===== config.mk =====
export PLATFORM = sky130hd
export DESIGN_NAME = uart_tx_fifo
export DESIGN_NICKNAME = d
export VERILOG_FILES = /design/src/rtl/uart_tx_fifo.sv
export SDC_FILE = /design/constraint.sdc
export NUM_CORES = 1
export LEC_CHECK = 0
export ABC_AREA = 0
export ABC_CLOCK_PERIOD_IN_PS = 3500
export CAP_MARGIN = 20
export CORE_MARGIN = 2
export CORE_UTILIZATION = 49
export DETAILED_ROUTE_END_ITERATION = 10
export GPL_ROUTABILITY_DRIVEN = 0
export PLACE_DENSITY_LB_ADDON = 0.15
export SKIP_CTS_REPAIR_TIMING = 1
export SLEW_MARGIN = 20
export SYNTH_ARGS = -nofsm -noshare
export SYNTH_HDL_FRONTEND = slang
export SYNTH_SLANG_ARGS = --single-unit

===== constraint.sdc =====
create_clock -name i_clk -period 3.5 [get_ports i_clk]
set_input_delay 0.7 -clock i_clk [delete_from_list [all_inputs] [get_ports i_clk]]
set_output_delay 0.7 -clock i_clk [all_outputs]
set_load 0.005 [all_outputs]

===== src/rtl/uart_tx_fifo.sv =====
// uart_tx_fifo: buffered 8N1 UART transmitter.
// Bytes enter a FIFO through a write strobe. Frames are sent LSB first,
// back-to-back while the FIFO holds data and i_en is high.
// Optional build macro UART_TX_FIFO_PARITY_EN inserts an even-parity bit
// after the data bits, giving 8E1 frames.
module uart_tx_fifo #(
  parameter int p_BAUDRATE   = 9600,
  parameter int p_CLK_FREQ   = 12000000,
  parameter int p_FIFO_DEPTH = 16,
  parameter int p_STOP_BITS  = 1
) (
  input  logic                            i_clk,
  input  logic                            i_rst,
  input  logic                            i_en,
  input  logic                            i_wr_en,
  input  logic [7:0]                      i8_wrdata,
  output logic                            o_full,
  output logic                            o_empty,
  output logic [$clog2(p_FIFO_DEPTH):0]   o_count,
  output logic                            o_overflow,
  output logic                            o_busy,
  output logic                            o_done,
  output logic                            o_uart_tx
);

  // Clocks per bit, rounded to nearest.
  localparam int CPB      = (p_CLK_FREQ + p_BAUDRATE / 2) / p_BAUDRATE;
  localparam int STOP_LEN = p_STOP_BITS * CPB;
  localparam int AW       = $clog2(p_FIFO_DEPTH);
  localparam int CW       = $clog2(STOP_LEN);

  localparam logic [CW-1:0] BIT_LAST  = CW'(CPB - 1);
  localparam logic [CW-1:0] STOP_LAST = CW'(STOP_LEN - 1);

  localparam logic [2:0] S_IDLE   = 3'd0;
  localparam logic [2:0] S_START  = 3'd1;
  localparam logic [2:0] S_DATA   = 3'd2;
`ifdef UART_TX_FIFO_PARITY_EN
  localparam logic [2:0] S_PARITY = 3'd3;
`endif
  localparam logic [2:0] S_STOP   = 3'd4;

  // FIFO storage and bookkeeping
  logic [7:0]    r_mem [p_FIFO_DEPTH];
  logic [AW-1:0] r_wr_ptr;
  logic [AW-1:0] r_rd_ptr;
  logic [AW:0]   r_count;
  logic          r_overflow;

  // Transmitter state
  logic [2:0]    r_state;
  logic [CW-1:0] r_cnt;
  logic [2:0]    r_bit_idx;
  logic [7:0]    r_shift;
  logic          r_tx;
`ifdef UART_TX_FIFO_PARITY_EN
  logic          r_parity;
`endif

  logic          w_full;
  logic          w_empty;
  logic          w_push;
  logic          w_pop;
  logic          w_start_ok;
  logic          w_bit_end;
  logic          w_stop_end;
  logic [7:0]    w_head;

  assign w_full     = (r_count == (AW + 1)'(p_FIFO_DEPTH));
  assign w_empty    = (r_count == '0);
  // Full is judged on pre-edge occupancy, so a same-cycle pop never frees a slot.
  assign w_push     = i_wr_en && !w_full;
  assign w_start_ok = !w_empty && i_en;
  assign w_bit_end  = (r_cnt == BIT_LAST);
  assign w_stop_end = (r_cnt == STOP_LAST);
  assign w_pop      = w_start_ok &&
                      ((r_state == S_IDLE) || ((r_state == S_STOP) && w_stop_end));
  assign w_head     = r_mem[r_rd_ptr];

  // FIFO data array written on every accepted push.
  // NOTE: the storage array has no reset; o_count alone decides what is valid,
  // so clearing the data would only cost logic.
  always_ff @(posedge i_clk) begin
    if (w_push) begin
      r_mem[r_wr_ptr] <= i8_wrdata;
    end
  end

  // FIFO pointers, occupancy and overflow pulse.
  // NOTE: all state registers use non-blocking assignments so every register
  // samples pre-edge values regardless of statement order.
  always_ff @(posedge i_clk) begin
    if (i_rst) begin
      r_wr_ptr   <= '0;
      r_rd_ptr   <= '0;
      r_count    <= '0;
      r_overflow <= 1'b0;
    end else begin
      r_overflow <= i_wr_en && w_full;
      if (w_push) begin
        r_wr_ptr <= r_wr_ptr + 1'b1;
      end
      if (w_pop) begin
        r_rd_ptr <= r_rd_ptr + 1'b1;
      end
      if (w_push && !w_pop) begin
        r_count <= r_count + 1'b1;
      end else if (w_pop && !w_push) begin
        r_count <= r_count - 1'b1;
      end
    end
  end

  // Frame sequencer: start bit, 8 data bits LSB first, optional parity, stop.
  always_ff @(posedge i_clk) begin
    if (i_rst) begin
      r_state   <= S_IDLE;
      r_cnt     <= '0;
      r_bit_idx <= '0;
      r_shift   <= '0;
      r_tx      <= 1'b1;
`ifdef UART_TX_FIFO_PARITY_EN
      r_parity  <= 1'b0;
`endif
    end else begin
      case (r_state)
        S_IDLE: begin
          if (w_start_ok) begin
            r_shift <= w_head;
`ifdef UART_TX_FIFO_PARITY_EN
            r_parity <= ^w_head;
`endif
            r_tx    <= 1'b0;
            r_cnt   <= '0;
            r_state <= S_START;
          end else begin
            r_tx <= 1'b1;
          end
        end

        S_START: begin
          if (w_bit_end) begin
            r_cnt     <= '0;
            r_bit_idx <= '0;
            r_tx      <= r_shift[0];
            r_shift   <= {1'b0, r_shift[7:1]};
            r_state   <= S_DATA;
          end else begin
            r_cnt <= r_cnt + 1'b1;
          end
        end

        S_DATA: begin
          if (w_bit_end) begin
            r_cnt <= '0;
            if (r_bit_idx == 3'd7) begin
`ifdef UART_TX_FIFO_PARITY_EN
              r_tx    <= r_parity;
              r_state <= S_PARITY;
`else
              r_tx    <= 1'b1;
              r_state <= S_STOP;
`endif
            end else begin
              r_bit_idx <= r_bit_idx + 1'b1;
              r_tx      <= r_shift[0];
              r_shift   <= {1'b0, r_shift[7:1]};
            end
          end else begin
            r_cnt <= r_cnt + 1'b1;
          end
        end

`ifdef UART_TX_FIFO_PARITY_EN
        S_PARITY: begin
          if (w_bit_end) begin
            r_cnt   <= '0;
            r_tx    <= 1'b1;
            r_state <= S_STOP;
          end else begin
            r_cnt <= r_cnt + 1'b1;
          end
        end
`endif

        S_STOP: begin
          if (w_stop_end) begin
            r_cnt <= '0;
            if (w_start_ok) begin
              // Chain straight into the next frame with no idle gap.
              r_shift <= w_head;
`ifdef UART_TX_FIFO_PARITY_EN
              r_parity <= ^w_head;
`endif
              r_tx    <= 1'b0;
              r_state <= S_START;
            end else begin
              r_tx    <= 1'b1;
              r_state <= S_IDLE;
            end
          end else begin
            r_cnt <= r_cnt + 1'b1;
          end
        end

        default: begin
          r_cnt   <= '0;
          r_tx    <= 1'b1;
          r_state <= S_IDLE;
        end
      endcase
    end
  end

  assign o_full     = w_full;
  assign o_empty    = w_empty;
  assign o_count    = r_count;
  assign o_overflow = r_overflow;
  assign o_busy     = (r_state != S_IDLE);
  assign o_done     = (r_state == S_STOP) && w_stop_end;
  assign o_uart_tx  = r_tx;

endmodule


# == Yosys cells after proc, flatten, opt, wreduce, memory -nomap -nowiden ==
# Memory sizes are Yosys's and may differ from the RTL's. A register that Yosys moved wholly into a read port is not among the register bits.
# Index checks and enable logic that the tools add are counted.
# totals
ff_bits,40
ram_bits,128
input_bits,12
out_inout_bits,11
wordCells,83
mem_count,1
# mem_list
name,depth,word_bits,read_ports,rd_ports_with_merged_regs,wr,line_no,source
r_mem,16,8,1,1,1,44,logic [7:0] r_mem [p_FIFO_DEPTH];
# op_classes
add_sub_neg,6
n_eq_ne,12
muxes,32
reduce_logical,23
# op_table
operator,n
8-bit 2-to-1 mux,5
8-bit one-hot mux with 4 select lines,1
3-bit 2-to-1 mux,8
11-bit 2-to-1 mux,2
11-bit one-hot mux with 2 select lines,1
2-bit != test (second input constant),6
3-bit one-hot mux with 4 select lines,1
11-bit by 1-bit adder with 11-bit output (second input constant),1
11-bit equality test (second input constant),1
5-bit 2-to-1 mux,2
5-bit AND reduction,2
4-bit by 1-bit adder with 4-bit output (second input constant),2
1-bit 2-to-1 mux,8
4-bit 2-to-1 mux,2
1-bit logical AND,7
3-bit equality test (second input constant),2
3-bit one-hot mux with 2 select lines,1
5-bit by 1-bit adder with 5-bit output (second input constant),1
5-bit equality test (second input constant),1
5-bit logical NOT,1
5-bit by 1-bit subtractor with 5-bit output (second input constant),1
1-bit logical NOT,4
1-bit one-hot mux with 4 select lines,1
4-bit AND reduction,1
10 further kinds,11

# == Longest topological paths before layout ==
# Gate-level depths: netlist of run 1.
# depth
depth_word,7
ltp_mapped,15
mapped_depth_nobuf,14

# == Worst setup path after synthesis of run 1 ==
# OpenSTA, ideal clock, no wires.
# synth_path
path_kind,reg2reg
startpoint,reg r_cnt[1]
endpoint,"reg r_count[4], in the netlist o_count[4]"
setup_time_ns,0.071
arrival_time_ns,2.918
required_ns,3.429
path_slack_ns,0.511
path_stages_with_launch,16
n_path_buf,1
synth_period_minus_slack_ns,2.989
cell_sequence,dfxtp_1 > inv_1 > ha_1 > and4bb_2 > nand3_1 > clkbuf_1 > a21oi_2 > inv_1 > ha_1 > inv_1 > fa_1 > a21o_1 > a21oi_1 > xnor2_1 > or3_1 > a21oi_1
# synth_between
elab_chain_len,7
elab_cells_between_ends,9
cone_classes,eq/ne (1); mux (1); reduce/logical (7)
# synth_lines
item,line_no,source
from (decl),52,logic [CW-1:0] r_cnt;
from (signal assigned),149,r_cnt <= r_cnt + 1'b1;
from (signal assigned),170,r_cnt <= r_cnt + 1'b1;
from (signal assigned),202,r_cnt <= r_cnt + 1'b1;
11-bit equality test *,75,assign w_stop_end = (r_cnt == STOP_LAST);
1-bit logical AND *,77,((r_state == S_IDLE) || ((r_state == S_STOP) && w_stop_end));
1-bit logical OR *,77,
1-bit logical AND *,76,assign w_pop = w_start_ok &&
1-bit logical NOT,106,if (w_push && !w_pop) begin
1-bit logical AND,106,
5-bit 2-to-1 mux / 2-bit nonzero test (equally long branches),-,
to (signal assigned),107,r_count <= r_count + 1'b1;
to (signal assigned),109,r_count <= r_count - 1'b1;
to (decl),47,logic [AW:0] r_count;
# Every way passes the cells marked *; elsewhere a longest branch is shown, timed or not.
# A chain may end at the register's enable or synchronous reset.

# == Worst setup path after layout of run 1 ==
# layout_path
startpoint,"reg r_count[1], in the netlist o_count[1]"
endpoint,"reg r_count[4], in the netlist o_count[4]"
# layout_between
elab_chain_len,7
elab_cells_between_ends,16
cone_classes,add/sub (2); eq/ne (1); mux (2); reduce/logical (11)
# layout_lines
item
branches (longest 7 deep; another with 5-bit by 1-bit subtractor with 5-bit output)
# Parallel ways; which one is timed is not known. The select of a mux whose other input is x is not followed.

==> results of run 1 <==
-- critical path: stages (launching register included) --
cell and delay [ns]:
dfxtp_1 0.37, or4_4 0.61, o211ai_1 0.34, a21oi_2 0.07, inv_1 0.08, ha_1 0.18, inv_1 0.11, fa_1 0.42
a21o_1 0.18, a21oi_1 0.17, xnor2_1 0.10, or3_1 0.31, a21oi_1 0.14
-- layout make-up --
type,count,area share (%)
Timing Repair Buffer,46,4.91
Inverter,17,0.759
Sequential cell,172,56.2
Multi-Input combinational cell,281,28.5
Tap cell,184,2.74
Clock buffer,17,5.06
Clock inverter,15,1.81
-- through the flow --
stage	setup WS [ns]	util (%)	instances	area (um2)	hold WS, ns
after global routing	0.203	57.7	732	8410	0.503
after detailed placement	0.264	53.7	700	7830	0.466
after CTS	0.340	57.7	732	8410	0.480
after global placement	0.371	53.7	700	7830	0.466
after floorplan	0.511	-	498	7320	0.454
final	0.362	57.7	732	8410	0.476
-- report_power, final --
part	total [uW]	switching (uW)	internal, uW
combinational	1310	637	677
sequential	2480	148	2330
clock	1800	854	949
-- worst max path at each step --
| stage | end | slack, ns | depth (start not counted) |
|---|---|---|---|
| finish | o_count[4] | 0.36 | 12 |
| global route | o_count[4] | 0.20 | 12 |
| CTS | o_count[4] | 0.34 | 12 |
| detailed placement | o_count[4] | 0.26 | 12 |
| global placement | o_count[4] | 0.37 | 12 |
| floorplan | o_count[4] | 0.51 | 15 |
-- placed cells by master, fill, tap and decap left out, types with 7 or more instances in the layout --
cell type,n
clkbuf_16,17
o21ai_0,8
dfxtp_1,43
edfxtp_1,128
nor2b_1,7
xnor2_1,8
mux4_2,32
nor3_1,14
inv_1,16
clkdlybuf4s50_1,22
ha_1,13
nand2_1,17
mux2i_1,11
a211o_1,7
buf_4,23
xor2_1,10
nor2_1,60
a21oi_1,13
-- state kept, by name (all words and copies together), names as in the netlist, named ones only --
register    flops
o_uart_tx       1
o_count         5
o_overflow      1
r_cnt          11
r_bit_idx       3
r_mem         128
r_wr_ptr        4
r_rd_ptr        4
r_shift         8
r_state         3
-- logic make-up after synthesis --
family | count (synthesis) | share of synthesized area, %
compound gates | 75 | 7.96
xor+xnor | 18 | 2.15
fa+ha+maj | 15 | 2.63
buf+inv | 45 | 2.72
flops | 172 | 64.5
mux | 44 | 11.5
simple gates | 129 | 8.53
-- metal layers --
layer	part of all wire [%]	track usage, %	vias up
li1	-	-	1974
met1	45	25.1	2091
met2	51	32.3	71
met3	3.6	4.55	13
met4	1.0	5.24	0
met5	0	0	-
==> results by group, run 1 <==
Outcome
  – Status: finished clean

Logic synthesis
  – Cell Area, Synth: 7320 um2
  – #FFs+latches synth: 172
  – Post-synth EDFFs: 128
  – Syn_area_per_cell: 14.7 um2
  – Synthesized Nets: 524
  – Sequential area share after synthesis: 64.5%
  – Synth top cells by count: 128 x edfxtp_1, 60 x nor2_1, 44 x dfxtp_1, 32 x mux4_2, 17 x nand2_1
  – Netlist cell types: 59
  – Cells after synthesis: 498
  – Syn. warnings: 0
  – Area leader, netlist: edfxtp_1
  – Count leader, synth: edfxtp_1
  – Most common flop cell mapped by yosys: edfxtp_1
  – Asr flop ratio synth: 0%
  – Share of the synthesized area in the top cell type: 52.5%
  – Largest cells by area after synthesis: edfxtp_1 52%, dfxtp_1 12%, mux4_2 9.8%, nor2_1 3.1%, ha_1 2.2%

Power and ir drop
  – Pwr/cell area: 665 nW/um2
  – VDD IR max: 0.387 mV
  – Leakage power figure: 0.00278 uW
  – Total power: 5600 uW

Setup path
  – Startpoint Class: flop
  – R2R depth: 12
  – Crit. End Element: flop
  – Critical Path Source: o_count[1]
  – CP required: 3.86 ns
  – RR Startpoint: o_count[1]
  – WP data arrival: 3.50 ns
  – Critical Path Fanout Max: 6
  – R2r endpoint: o_count[4]
  – Setup CP Type: reg -> reg
  – Worst R2R Setup Slack: 0.36 ns

Place
  – Dpl hpwl: 9.21 mm
  – Port-buffer cells: 22

Final layout
  – Filler cells: 1165
  – Storage cell area: 4730 um2
  – Layout cells sized above 1: 19.3%
  – Antenna cells: 0
  – Area of the multi-input gates: 2400 um2
  – Area growth syn-to-layout: 14.8%
  – Layout Nets: 561

Clocking
  – Clk_lat worst skew: 0.43 ns
  – CTS buffer count: 17
  – Max clock buf depth: 2
  – TritonCTS clock tree: yes
  – Number of H-tree levels: 4
  – Worst-path clk slew: 0.07 ns
  – CTS root buf: clkbuf_16
  – Clock sinks: 172

Timing
  – Layout Skew: 0.00825 ns
  – Min Tclk post-route: 3.14 ns
  – Worst-margin pin slew: 0.762 ns
  – Setup TNS: 0 ns
  – Final Hold Vio Count: 0
  – Unrepaired setup endpoints after global routing: false
  – Max Freq: 319 MHz
  – Slew Limit Fails: 0
  – Final Setup Violations: 0
  – Max_slew headroom: 49.1%
  – Period utilization: 89.7%

GRT
  – Vias in the first global route: 4223
  – Gr usage total: 19.2%
  – Congestion Overflow GR: 0
  – Initial antenna violation count: 0
  – Largest net degree at the start of global routing: 31
  – Global-route wire length before repair: 23.1 mm

Routing
  – DRT antenna net count: 0
  – First-pass DRT Iterations: 4
  – Routed WL per cell: 19.1 um
  – Drt initial violations: 246
  – Routed WL: 14.0 mm
  – Via/cell ratio: 5.67
  – Drc violations: 0
  – Via count: 4149

Floorplanning
  – Starting Density: 50.2%
  – Die Y: 126 um
  – Cell Rows: 44
  – Chip width: 126 um
  – Core ar.: 14600 um2
  – Total I/O pin count: 23
  – DIE AREA: 15900 um2

Min path
  – Hold EP: o_uart_tx
  – Hold_sp: o_uart_tx
  – WHS Path Cells: 2
  – Hold WC Path Type: reg -> reg

Flow run
  – Max_cap viols: 0
Power figures use the tool's default switching activity.
==> run 2: changes to the inputs <==
--- a/config.mk
+++ b/config.mk
@@ -7,9 +7,9 @@
 export LEC_CHECK = 0
 export ABC_AREA = 0
 export ABC_CLOCK_PERIOD_IN_PS = 3500
-export CAP_MARGIN = 20
+export CAP_MARGIN = 25
 export CORE_MARGIN = 2
-export CORE_UTILIZATION = 49
+export CORE_UTILIZATION = 35
 export DETAILED_ROUTE_END_ITERATION = 10
 export GPL_ROUTABILITY_DRIVEN = 0
 export PLACE_DENSITY_LB_ADDON = 0.15
==> results by group, run 2 (synthesis results as in run 1) <==
Power and ir drop
  – Register share of total power: 44.0%
  – Sw Pwr: 1680 uW
  – Leakage power figure: 0.00278 uW
  – Clock power frac: 32.4%
  – Pwr/cell area: 661 nW/um2
  – Switching Fraction: 29.8%
  – VDD IR max: 0.345 mV
  – Cell-internal power: 3950 uW
  – Logic gate share of total power: 23.7%

Floorplanning
  – Die Y: 149 um
  – DIE AREA: 22100 um2
  – Starting Density: 36.0%
  – Total I/O pin count: 23
  – Cell Rows: 52
  – Core ar.: 20400 um2
  – Chip width: 149 um

Timing
  – Min Tclk post-route: 3.12 ns
  – Hold WS: 0.478 ns
  – Final WS setup: 0.383 ns
  – Period utilization: 89.0%
  – Final Setup Violations: 0
  – Layout Skew: 0.0172 ns
  – Worst-margin pin slew: 0.847 ns
  – Slew Limit Fails: 0
  – Max_slew headroom: 43.5%
  – Unrepaired setup endpoints after global routing: false
  – Setup TNS: 0 ns
  – Final Hold Vio Count: 0
  – Max Freq: 321 MHz

Setup path
  – Worst path slowest cell: or4_4
  – Crit path max-delay family: simple AND/OR/NAND/NOR gates
  – Crit-path cells: or4_4 -> o211ai_1 -> a21oi_2 -> inv_1 -> ha_1 -> inv_1 -> fa_1 -> a21o_1 -> a21oi_1 -> xnor2_1 -> or3_1 -> a21oi_1
  – WP data arrival: 3.47 ns
  – CP required: 3.86 ns
  – Startpoint Class: flop
  – Crit. End Element: flop
  – Buf/Inv on CP: 2
  – Slowest stage delay, CP: 0.62 ns
  – Critical Path Fanout Max: 6
  – Setup CP Type: reg -> reg

Clocking
  – TritonCTS clock tree: yes
  – CTS buffer count: 17
  – Clk_lat worst skew: 0.43 ns
  – Number of H-tree levels: 4
  – Max clock buf depth: 2
  – Worst-path clk slew: 0.07 ns
  – CTS root buf: clkbuf_16
  – Clock sinks: 172

Place
  – Dpl hpwl: 9.81 mm
  – Worst slack, placed: 0.240 ns
  – Port-buffer cells: 22

Final layout
  – Utilization after layout: 41.9%
  – Layout Nets: 563
  – Most frequent cells in the layout: 128 x edfxtp_1, 60 x nor2_1, 43 x dfxtp_1
  – Largest register FFs: 128
  – Filler cells: 1854
  – Antenna cells: 0
  – Area growth syn-to-layout: 16.4%
  – Commonest non-fill, non-tap cell in the layout: edfxtp_1
  – Layout cells sized above 1: 19.5%
  – Largest regs: r_mem x128, r_cnt x11, r_shift x8
  – Reg with most FFs: r_mem

GRT
  – Global-route wire length before repair: 23.6 mm
  – M3 GR Usage: 3.16%
  – M2 GR Usage: 25.5%
  – Congestion Overflow GR: 0
  – Busiest grt layer: met2
  – Met1 Use GR: 17.5%
  – Gr usage total: 14.4%
  – Vias in the first global route: 4324
  – Largest net degree at the start of global routing: 34
  – Initial antenna violation count: 0

Routing
  – Routed WL: 14.9 mm
  – Via count: 4165
  – Drc violations: 0
  – Drt initial violations: 292
  – DRT antenna net count: 0
  – Via/cell ratio: 5.08
  – First-pass DRT Iterations: 4
  – Routed WL per cell: 18.2 um

Outcome
  – Status: finished clean

Min path
  – Hold WC Path Type: reg -> reg

Flow run
  – Max_cap viols: 0
[run 2: final cells by class]
type,instances,area (um2),share of cell area [%]
Clock inverter,14,151,1.78
Tap cell,270,338,3.96
Multi-Input combinational cell,281,2400,28.2
Inverter,17,63.8,0.749
Sequential cell,172,4730,55.4
Clock buffer,18,429,5.04
Timing Repair Buffer,48,415,4.87
[run 2: worst paths after layout]
path | start | endpoint | slack, ns | depth (start not counted)
setup / recovery | o_count[1] | o_count[4] | 0.38 | 12
hold / removal | o_uart_tx | o_uart_tx | 0.48 | 2
setup reg to reg | o_count[1] | o_count[4] | 0.38 | 12
hold reg to reg | o_uart_tx | o_uart_tx | 0.48 | 2
[run 2: per-layer routing]
metal  vias up  part of all wire (%)
li1       1976                     -
met1      2120                    44
met2        56                    52
met3        13                   3.2
met4         0                   1.2
met5         -                     0
[run 2: metrics by stage]
| step | power [uW] | instances | cell area, um2 |
|---|---|---|---|
| final | 5630 | 820 | 8520 |
| after global routing | 5920 | 820 | 8520 |
| after CTS | 5710 | 820 | 8520 |
| after detailed placement | 3870 | 788 | 7940 |
| after global placement | 3850 | 788 | 7940 |
| after floorplan | 3500 | 498 | 7320 |
[run 2: power by group through the flow]
stage                     Combinational (uW)  Sequential [uW]  Clock (uW)
final                                   1330             2480        1820
after global routing                    1470             2500        1950
after CTS                               1350             2480        1880
after detailed placement                1340             2520           0
after global placement                  1340             2520           0
after floorplan                         1050             2450           0
[run 2: worst min-delay path, delay by kind of cell, from the launching register on]
kind | cells | cell delay [ns]
compound gates | 2 | 0.12
flops | 1 | 0.33
==> run 3: changes to the inputs <==
--- a/config.mk
+++ b/config.mk
@@ -12,6 +12,7 @@
 export CORE_UTILIZATION = 35
 export DETAILED_ROUTE_END_ITERATION = 10
 export GPL_ROUTABILITY_DRIVEN = 0
+export GPL_TIMING_DRIVEN = 0
 export PLACE_DENSITY_LB_ADDON = 0.15
 export SKIP_CTS_REPAIR_TIMING = 1
 export SLEW_MARGIN = 20
==> results by group, run 3 (synthesis results as in run 1) <==
Place
  – Dpl hpwl: 10.7 mm
  – Worst slack, placed: -0.163 ns
  – Port-buffer cells: 22
  – Cell area after placement: 7900 um2

Clocking
  – Clock sinks: 172
  – Worst-path clk slew: 0.07 ns
  – Max clock buf depth: 2
  – CTS root buf: clkbuf_16
  – Clk_lat worst skew: 0.43 ns
  – CTS buffer count: 17
  – Number of H-tree levels: 4
  – TritonCTS clock tree: yes

Timing
  – Hold WS: 0.475 ns
  – Worst-margin pin slew: 0.898 ns
  – Layout Skew: 0.00777 ns
  – Final Setup Violations: 0
  – Max_slew headroom: 39.9%
  – Setup TNS: 0 ns
  – Slew Limit Fails: 0
  – Unrepaired setup endpoints after global routing: false
  – Final Hold Vio Count: 0
  – Final WS setup: 0.240 ns
  – Max Freq: 307 MHz
  – Min Tclk post-route: 3.26 ns
  – Period utilization: 93.1%

Final layout
  – Reg with most FFs: r_mem
  – Layout Nets: 565
  – Largest register FFs: 128
  – Area growth syn-to-layout: 16.1%
  – Most frequent cells in the layout: 128 x edfxtp_1, 60 x nor2_1, 44 x dfxtp_1
  – Commonest non-fill, non-tap cell in the layout: edfxtp_1
  – Antenna cells: 0
  – Largest regs: r_mem x128, r_cnt x11, r_shift x8
  – Layout cells sized above 1: 17.6%
  – Final instance area: 8500 um2
  – Filler cells: 1866

Setup path
  – Startpoint Class: flop
  – Crit-path cells: ha_1 -> and4bb_2 -> nand3_1 -> buf_2 -> a21oi_4 -> inv_1 -> ha_1 -> inv_1 -> ha_1 -> a21o_1 -> a21oi_1 -> xnor2_1 -> or3_1 -> a21oi_1
  – Buf/Inv on CP: 3
  – Slowest stage delay, CP: 0.42 ns
  – Worst path slowest cell: dfxtp_1
  – Crit path top cell by count: ha_1
  – CP required: 3.85 ns
  – Crit path max-delay family: simple AND/OR/NAND/NOR gates
  – Critical Path Fanout Max: 10
  – WP data arrival: 3.61 ns
  – Crit. End Element: flop
  – Setup CP Type: reg -> reg

GRT
  – Congestion Overflow GR: 0
  – M2 GR Usage: 24.5%
  – Largest net degree at the start of global routing: 17
  – Gr usage total: 15.2%
  – Initial antenna violation count: 0
  – M3 GR Usage: 3.28%
  – Global-route wire length before repair: 24.8 mm
  – Met1 Use GR: 20.8%
  – Vias in the first global route: 4256
  – Busiest grt layer: met2

Floorplanning
  – Core ar.: 20400 um2
  – DIE AREA: 22100 um2
  – Starting Density: 36.0%
  – Total I/O pin count: 23
  – Die Y: 149 um
  – Cell Rows: 52
  – Chip width: 149 um

Power and ir drop
  – Pwr/cell area: 678 nW/um2
  – VDD IR max: 0.319 mV
  – Leakage power figure: 0.00275 uW
  – Total power: 5760 uW

Flow run
  – Max_cap viols: 0

Routing
  – Via/cell ratio: 5.15
  – DRT antenna net count: 0
  – Via count: 4233
  – Routed WL per cell: 19.3 um
  – Routed WL: 15.8 mm
  – Drt initial violations: 269
  – Drc violations: 0
  – First-pass DRT Iterations: 4

Outcome
  – Status: finished clean

Min path
  – Hold WC Path Type: reg -> reg
## run 3: changes by cell type in the layout (fill, tap and decap cells not counted), sizes merged
cell      previous run  this run
clkinvlp             1         2
bufinv               0         2
buf                 26        17
clkinv               8         5
clkbuf              18        29
## run 3: final cells by class
class	instances	area, um2	area share (%)
Timing Repair Buffer	23	228	2.68
Tap cell	270	338	3.97
Multi-Input combinational cell	281	2430	28.6
Inverter	17	63.8	0.751
Clock inverter	14	156	1.84
Clock buffer	18	429	5.05
Sequential cell	172	4720	55.6
Buffer	27	133	1.56
## run 3: path summary, 6_finish.rpt
kind                     end  slack [ns]  depth (start not counted)      start
setup / recovery  o_count[4]        0.24                         14   r_cnt[0]
hold / removal     o_uart_tx        0.47                          2  o_uart_tx
setup reg to reg  o_count[4]        0.24                         14   r_cnt[0]
hold reg to reg    o_uart_tx        0.47                          2  o_uart_tx
## run 3: per-stage QoR
step	util, %	instances
after floorplan	-	498
after global placement	38.7	790
after detailed placement	38.8	790
after CTS	41.7	822
after global routing	41.7	822
final	41.7	822
## run 3: where the power goes
group / switching (uW) / total, uW / leakage, uW / internal [uW]
Sequential: 95.3 / 2430 / 0.00151 / 2330
Combinational: 763 / 1460 / 0.000955 / 696
Clock: 812 / 1880 / 0.000282 / 1070
Total: 1670 / 5760 / 0.00275 / 4090
## run 3: per-layer routing
layer	vias up	wire length [um]
li1	1985	-
met4	0	210
met1	2156	7460
met5	-	0
met2	73	7590
met3	19	592
## run 3: worst min-delay path, delay by kind of cell (launching register included)
family	cells	cell delay (ns)
DFF	1	0.33
AOI/OAI and AO/OA	2	0.12
